## config.mk

```make
export PLATFORM = sky130hd
export DESIGN_NAME = mul_uint8_arbiter
export DESIGN_NICKNAME = d
export VERILOG_FILES = /design/src/rtl/mul_uint8_arbiter_pkg.sv /design/src/rtl/mul_uint8_pipe.sv /design/src/rtl/mul_uint8_arbiter.sv
export SDC_FILE = /design/constraint.sdc
export NUM_CORES = 1
export LEC_CHECK = 0
export BUFFER_PORTS_ARGS = -buffer_cell sky130_fd_sc_hd__buf_4
export CAP_MARGIN = 20
export CORE_MARGIN = 1
export CORE_UTILIZATION = 35
export CTS_CLUSTER_DIAMETER = 60
export CTS_CLUSTER_SIZE = 25
export DETAILED_ROUTE_END_ITERATION = 8
export GPL_TIMING_DRIVEN = 0
export REMOVE_ABC_BUFFERS = 1
export SKIP_CTS_REPAIR_TIMING = 1
export SYNTH_ARGS = -nofsm -noshare
export SYNTH_HDL_FRONTEND = slang
export SYNTH_SLANG_ARGS = --single-unit
```

## constraint.sdc

```tcl
create_clock -name clk -period 7.2 [get_ports clk]
set_input_delay 0.72 -clock clk [delete_from_list [all_inputs] [get_ports clk]]
set_output_delay 0.72 -clock clk [all_outputs]
set_load 0.01 [all_outputs]
```

## src/rtl/mul_uint8_arbiter_pkg.sv

```systemverilog
// Shared constants and width helpers for the arbitrated 8-bit multiplier.
package mul_uint8_arbiter_pkg;

   localparam int MUL_W       = 8;
   localparam int PROD_W      = 2 * MUL_W;
   localparam int DEF_N_REQ   = 4;
   localparam int DEF_LATENCY = 3;

   // Requester tag width; a single requester still needs one bit to carry.
   function automatic int tag_w(input int n_req);
      return (n_req > 1) ? $clog2(n_req) : 1;
   endfunction

   // Width of a counter that must reach LATENCY inclusive.
   function automatic int cnt_w(input int latency);
      return $clog2(latency + 1);
   endfunction

   localparam int DEF_TAG_W = tag_w(DEF_N_REQ);

endpackage

```

## src/rtl/mul_uint8_pipe.sv

```systemverilog
// LATENCY-stage multiplier pipeline: valid and tag travel beside the operands,
// the full product is formed on entry and only its low byte reaches the output.
module mul_uint8_pipe
   import mul_uint8_arbiter_pkg::*;
#(
   parameter int LATENCY = DEF_LATENCY,
   parameter int TAG_W   = DEF_TAG_W
) (
   input  logic             clk,
   input  logic             rst,
   input  logic             in_valid,
   input  logic [TAG_W-1:0] in_id,
   input  logic [MUL_W-1:0] in_a,
   input  logic [MUL_W-1:0] in_b,
   output logic             out_valid,
   output logic [TAG_W-1:0] out_id,
   output logic [MUL_W-1:0] out_data
);

   logic [LATENCY-1:0] valid_q;
   logic [TAG_W-1:0]   id_q [LATENCY];
   logic [PROD_W-1:0]  prod_full;
   logic [MUL_W-1:0]   data_d;
   logic [MUL_W-1:0]   data_q;

   assign prod_full = PROD_W'(in_a) * PROD_W'(in_b);

   // Valid/tag shift register; reset empties every stage so nothing in flight survives.
   always_ff @(posedge clk) begin
      if (rst) begin
         valid_q <= '0;
         for (int i = 0; i < LATENCY; i++) id_q[i] <= '0;
      end else begin
         valid_q[0] <= in_valid;
         id_q[0]    <= in_id;
         for (int i = 1; i < LATENCY; i++) begin
            valid_q[i] <= valid_q[i-1];
            id_q[i]    <= id_q[i-1];
         end
      end
   end

   if (LATENCY == 1) begin : g_one_stage
      logic [MUL_W-1:0] unused_prod_hi;
      assign unused_prod_hi = prod_full[PROD_W-1:MUL_W];
      assign data_d         = prod_full[MUL_W-1:0];
   end else begin : g_multi_stage
      logic [PROD_W-1:0] prod_q [LATENCY-1];
      logic [MUL_W-1:0]  unused_prod_hi;

      // Full 16-bit product captured in the first stage, then carried through the middle stages.
      // NOTE: data registers carry no reset; the valid bits qualify them, so only the valids are cleared.
      always_ff @(posedge clk) begin
         prod_q[0] <= prod_full;
         for (int i = 1; i < LATENCY - 1; i++) prod_q[i] <= prod_q[i-1];
      end

      assign unused_prod_hi = prod_q[LATENCY-2][PROD_W-1:MUL_W];
      assign data_d         = prod_q[LATENCY-2][MUL_W-1:0];
   end

   // Output register holds only the truncated low byte of the product.
   always_ff @(posedge clk) begin
      data_q <= data_d;
   end

   assign out_valid = valid_q[LATENCY-1];
   assign out_id    = out_valid ? id_q[LATENCY-1] : '0;
   assign out_data  = out_valid ? data_q : '0;

endmodule

```

## src/rtl/mul_uint8_arbiter.sv

```systemverilog
// Round-robin arbiter sharing one pipelined 8-bit multiplier among N_REQ requesters,
// with a count of accepted requests whose results have not yet been presented.
module mul_uint8_arbiter
   import mul_uint8_arbiter_pkg::*;
#(
   parameter int  N_REQ   = DEF_N_REQ,
   parameter int  LATENCY = DEF_LATENCY,
   localparam int TAG_W   = tag_w(N_REQ),
   localparam int CNT_W   = cnt_w(LATENCY)
) (
   input  logic                   clk,
   input  logic                   rst,
   input  logic                   en,
   input  logic [N_REQ-1:0]       req_valid,
   input  logic [MUL_W*N_REQ-1:0] req_a,
   input  logic [MUL_W*N_REQ-1:0] req_b,
   output logic [N_REQ-1:0]       req_ready,
   output logic                   out_valid,
   output logic [TAG_W-1:0]       out_id,
   output logic [MUL_W-1:0]       out_data,
   output logic [CNT_W-1:0]       in_flight
);

   logic [TAG_W-1:0] ptr_q;
   logic [TAG_W-1:0] ptr_next;
   logic [TAG_W-1:0] grant_idx;
   logic             grant_found;
   logic [TAG_W:0]   scan;
   logic [MUL_W-1:0] sel_a;
   logic [MUL_W-1:0] sel_b;
   logic [CNT_W-1:0] in_flight_q;

   // Round-robin search from the priority pointer; the first valid requester wins.
   always_comb begin
      // NOTE: every signal driven here gets a default first, so no path can infer a latch.
      grant_found = 1'b0;
      grant_idx   = '0;
      scan        = '0;
      req_ready   = '0;
      if (en && !rst) begin
         for (int k = 0; k < N_REQ; k++) begin
            scan = {1'b0, ptr_q} + (TAG_W+1)'(k);
            if (scan >= (TAG_W+1)'(N_REQ)) scan = scan - (TAG_W+1)'(N_REQ);
            if (!grant_found && req_valid[scan[TAG_W-1:0]]) begin
               grant_found = 1'b1;
               grant_idx   = scan[TAG_W-1:0];
            end
         end
      end
      if (grant_found) req_ready[grant_idx] = 1'b1;
   end

   // Steer the granted requester's operands into the shared multiplier.
   always_comb begin
      sel_a = '0;
      sel_b = '0;
      for (int i = 0; i < N_REQ; i++) begin
         if (grant_idx == TAG_W'(i)) begin
            sel_a = req_a[i*MUL_W +: MUL_W];
            sel_b = req_b[i*MUL_W +: MUL_W];
         end
      end
   end

   assign ptr_next = (grant_idx == TAG_W'(N_REQ - 1)) ? '0 : grant_idx + TAG_W'(1);

   // Priority pointer moves just past the winner and holds when nothing is granted.
   // NOTE: state uses non-blocking assignment so every flop samples pre-edge values.
   always_ff @(posedge clk) begin
      if (rst)              ptr_q <= '0;
      else if (grant_found) ptr_q <= ptr_next;
   end

   // Outstanding-request count: up on a handshake, down on a result, unchanged on both.
   always_ff @(posedge clk) begin
      if (rst)                            in_flight_q <= '0;
      else if (grant_found && !out_valid) in_flight_q <= in_flight_q + CNT_W'(1);
      else if (!grant_found && out_valid) in_flight_q <= in_flight_q - CNT_W'(1);
   end

   assign in_flight = in_flight_q;

   mul_uint8_pipe #(
      .LATENCY (LATENCY),
      .TAG_W   (TAG_W)
   ) u_pipe (
      .clk       (clk),
      .rst       (rst),
      .in_valid  (grant_found),
      .in_id     (grant_idx),
      .in_a      (sel_a),
      .in_b      (sel_b),
      .out_valid (out_valid),
      .out_id    (out_id),
      .out_data  (out_data)
   );

endmodule

```

==> results_tabular.tex <==
\begin{tabular}{lr}
\hline
Metric & Value \\
\hline
\multicolumn{2}{l}{\textbf{Outcome}} \\
Status & complete, no violations \\
\multicolumn{2}{l}{\textbf{Clock tree}} \\
Clock-pin slew of the registers on the worst-case setup and hold paths & $\sim$0.060 ns \\
Cell at the root of the clock tree & sky130\_fd\_sc\_hd\_\_clkbuf\_8 \\
Maximum level of the CTS H-tree & 2 \\
Clock latency on the worst-skew pair & 0.27 ns \\
Clk sinks & 37 \\
TritonCTS buffer count & 5 \\
CTS tree & done \\
Maximum number of buffers from clock root to sink & 2 \\
\multicolumn{2}{l}{\textbf{Drt}} \\
Drt wl/cell & about 12 um \\
Number of remaining DRC errors & 0 \\
Number of nets still failing antenna checks after routing & 0 \\
Detailed-route vias per instance & $\sim$4.8 \\
DR iter-0 viols & slightly above 40 \\
Total detailed-routing wirelength & 5550 um \\
Via Count & $\sim$2200 \\
First-pass iteration count of the detailed router & 4 \\
\multicolumn{2}{l}{\textbf{Synthesis}} \\
Top cell type's share of synthesized area & between 20\% and 30\% \\
Syn. warnings & 0 \\
Yosys top cell by area & sky130\_fd\_sc\_hd\_\_dfxtp\_1 \\
Mean instance size in the synthesized netlist & just under 9 um2 \\
Flip-flop cell with the highest count after synthesis & sky130\_fd\_sc\_hd\_\_dfxtp\_1 \\
Dominant cells by area after synthesis & sky130\_fd\_sc\_hd\_\_dfxtp\_1, sky130\_fd\_sc\_hd\_\_ha\_1, sky130\_fd\_sc\_hd\_\_fa\_1 \\
Cell count after synthesis & approximately 290 \\
Netlist cell types & 48 \\
Count of flip-flops with a built-in enable after synthesis & 0 \\
Most frequently used cell type in the post-synthesis netlist & sky130\_fd\_sc\_hd\_\_dfxtp\_1 \\
Fraction of synthesis flops using an asynchronous set or reset pin & 0\% \\
Post-Syn Area & approximately 2600 um2 \\
Number of storage elements in the synthesis netlist & 37 \\
Synth cell count leaders & sky130\_fd\_sc\_hd\_\_dfxtp\_1, sky130\_fd\_sc\_hd\_\_inv\_1, sky130\_fd\_sc\_hd\_\_nor2\_1 \\
Share of the yosys chip area belonging to registers & about 29\% \\
\multicolumn{2}{l}{\textbf{STA}} \\
Fmax achieved & roughly 0.15 GHz \\
RSZ-0062 raised after global routing & false \\
Final critical path time including I/O delays and setup & 6.68 ns \\
Number of pins with negative max-slew slack in the final report & 0 \\
Endpoints failing hold & 0 \\
Final setup violating endpoints & 0 \\
Period utilisation layout & between 90\% and 100\% \\
Pin slew with the least headroom to its limit & just under 1 ns \\
Slew HR & 34.2\% \\
Layout Skew & approximately 0.0025 ns \\
Final-layout setup total negative slack & 0 ns \\
\multicolumn{2}{l}{\textbf{Critical path}} \\
Crit path capture type & register \\
Setup Crit Path Kind & input port to register \\
Startpoint of the most critical setup path & req\_valid[1] \\
Kind of start point of the critical path & input port \\
Crit path required time & roughly 7.4 ns \\
Largest fanout of any net on the critical path & 21 \\
Startpoint of the most critical register-to-register path & ptr\_q[1] \\
Crit path arrival time & 6.83 ns \\
\multicolumn{2}{l}{\textbf{Power and ir drop}} \\
Pleak & $\sim$1.6 nW \\
Share of total power consumed by net switching & about 32\% \\
Sequential power share & a little over a third \\
Clk pwr share & about a fifth \\
Net load switching power & 0.264 mW \\
Pwr per Cell Area & 241 nW/um2 \\
Maximum VDD drop & approximately 92 uV \\
Cell internal pwr & roughly 0.55 mW \\
Portion of total power attributed to combinational logic & a little under half \\
\multicolumn{2}{l}{\textbf{Placement}} \\
Number of port buffers & between 80 and 90 \\
Post-DP HPWL & between 4000 and 5000 um \\
Post-placement cell area & approximately 3300 um2 \\
Global placement routability congestion & 0.837 \\
\multicolumn{2}{l}{\textbf{Layout}} \\
Relative area change from synthesis to final layout & 30.7\% \\
Layout cell share with drive strength beyond 1 & 29.6\% \\
Final nets & 476 \\
Count of inserted antenna diode cells & 0 \\
Post-route cell area & 3390 um2 \\
\multicolumn{2}{l}{\textbf{Floorplanning}} \\
Starting density of the core & between 30\% and 40\% \\
Die Footprint & around 7700 um2 \\
Core area & between 6000 and 7000 um2 \\
\# rows & 30 \\
Die width & 88.0 um \\
Number of primary I/O pins & 88 \\
Vertical die dimension & about 90 um \\
\multicolumn{2}{l}{\textbf{GRT}} \\
Wire length of the first global-routing pass & between 9000 and 10000 um \\
Maximum number of pins on one net before global-route repair & 28 \\
Global router's overall resource usage & 15.0\% \\
Number of antenna violations at the first check in global routing & 0 \\
Number of global-route vias before repair & about 2100 \\
Total congestion overflow & 0 \\
\multicolumn{2}{l}{\textbf{Min path}} \\
Class of the worst hold path & register to register \\
Hold wc startpoint & u\_pipe.g\_multi\_stage.prod\_q[1][2] \\
\multicolumn{2}{l}{\textbf{Flow run}} \\
Number of max-cap violations & 0 \\
\hline
\end{tabular}
per-stage QoR:
step / util (%) / power, mW / std cells / setup WS (ns) / hold WS, ns
2_1_floorplan: - / 0.552 / 278 / 1.21 / 0.310
6_report: 48.5 / 0.815 / 468 / 0.521 / 0.327
5_1_grt: 48.5 / 0.887 / 468 / 0.0205 / 0.336
3_3_place_gp: 47.0 / 0.655 / 461 / 0.166 / 0.312
4_1_cts: 48.5 / 0.831 / 468 / 0.422 / 0.328
3_5_place_dp: 47.0 / 0.662 / 461 / 0.149 / 0.312
worst paths after layout:
| check | end | slack, ns | cells past startpoint |
|---|---|---|---|
| worst max-delay path | u_pipe.g_multi_stage.prod_q[0][7] | 0.52 | 22 |
| worst min-delay path | u_pipe.data_q[2] | 0.33 | 0 |
| worst min register to register | u_pipe.data_q[2] | 0.33 | 0 |
| worst max register to register | u_pipe.g_multi_stage.prod_q[0][7] | 1.02 | 23 |
worst max-delay path: stages:
cell	delay (ns)
sky130_fd_sc_hd__buf_4	0.12
sky130_fd_sc_hd__nor4_1	0.07
sky130_fd_sc_hd__nor3b_1	0.80
sky130_fd_sc_hd__and2_1	0.30
sky130_fd_sc_hd__ha_1	0.67
sky130_fd_sc_hd__or2_1	0.41
sky130_fd_sc_hd__a21oi_1	0.07
sky130_fd_sc_hd__a21oi_1	0.36
sky130_fd_sc_hd__nand2b_1	0.12
sky130_fd_sc_hd__fa_1	0.49
sky130_fd_sc_hd__inv_1	0.04
sky130_fd_sc_hd__ha_1	0.29
sky130_fd_sc_hd__inv_1	0.08
sky130_fd_sc_hd__fa_1	0.46
sky130_fd_sc_hd__fa_1	0.56
sky130_fd_sc_hd__inv_1	0.05
sky130_fd_sc_hd__ha_1	0.33
sky130_fd_sc_hd__a21oi_1	0.21
sky130_fd_sc_hd__a21oi_1	0.09
sky130_fd_sc_hd__a31oi_1	0.20
sky130_fd_sc_hd__xnor2_1	0.15
sky130_fd_sc_hd__xnor3_1	0.25
placed cells by master (no fill, tap or decap), types with 6 or more instances in the layout:
cell                      synthesis  final
sky130_fd_sc_hd__buf_4            3     87
sky130_fd_sc_hd__dfxtp_1         37     37
sky130_fd_sc_hd__inv_1           32     32
sky130_fd_sc_hd__nor2_1          26     26
sky130_fd_sc_hd__a21oi_1         21     21
sky130_fd_sc_hd__ha_1            21     21
sky130_fd_sc_hd__and2_1          16     16
sky130_fd_sc_hd__nand2_1         13     13
sky130_fd_sc_hd__fa_1            12     12
sky130_fd_sc_hd__nor2b_1          9      9
sky130_fd_sc_hd__xnor2_1          9      9
sky130_fd_sc_hd__o21ai_0          7      7
sky130_fd_sc_hd__a22oi_1          6      6
sky130_fd_sc_hd__or2_2            6      6
flip-flops by register name, indices dropped and copies added, names as in the netlist:
| register | flops |
|---|---|
| u_pipe.valid_q | 3 |
| u_pipe.data_q | 8 |
| u_pipe.g_multi_stage.prod_q | 16 |
| u_pipe.id_q | 6 |
| in_flight | 2 |
| ptr_q | 2 |
power groups by stage:
stage	Sequential, mW	Combinational, mW	Clock, mW
3_5_place_dp	0.290	0.372	0
3_3_place_gp	0.288	0.367	0
5_1_grt	0.291	0.418	0.178
2_1_floorplan	0.286	0.266	0
6_report	0.285	0.368	0.161
4_1_cts	0.286	0.376	0.168
layout make-up:
class                      instances  area, um2
sequential                        37        741
tap                               96        120
inverter                          33        126
multi-input combinational        208       1640
fill                             720       3600
timing repair buffer              87        653
clock buffer                       5       68.8
clock inverter                     2       35.0
routing by layer:
metal	vias up	GRT usage (%)	share of wire, %
li1	1140	-	-
met1	1022	17.4	42
met2	74	28.5	51
met3	4	2.54	6.8
met4	0	3.52	0.34
met5	-	0	0
kinds of logic after synthesis:
| group | share of synthesized area, % |
|---|---|
| adders and majority gates | 19.4 |
| and+or+nand+nor | 20.7 |
| xor gates and xnor gates | 6.23 |
| muxes | 0.386 |
| DFF | 28.6 |
| buffers and inverters | 8.02 |
| AOI/OAI and AO/OA | 16.7 |
(Power assumes the default switching activity.)
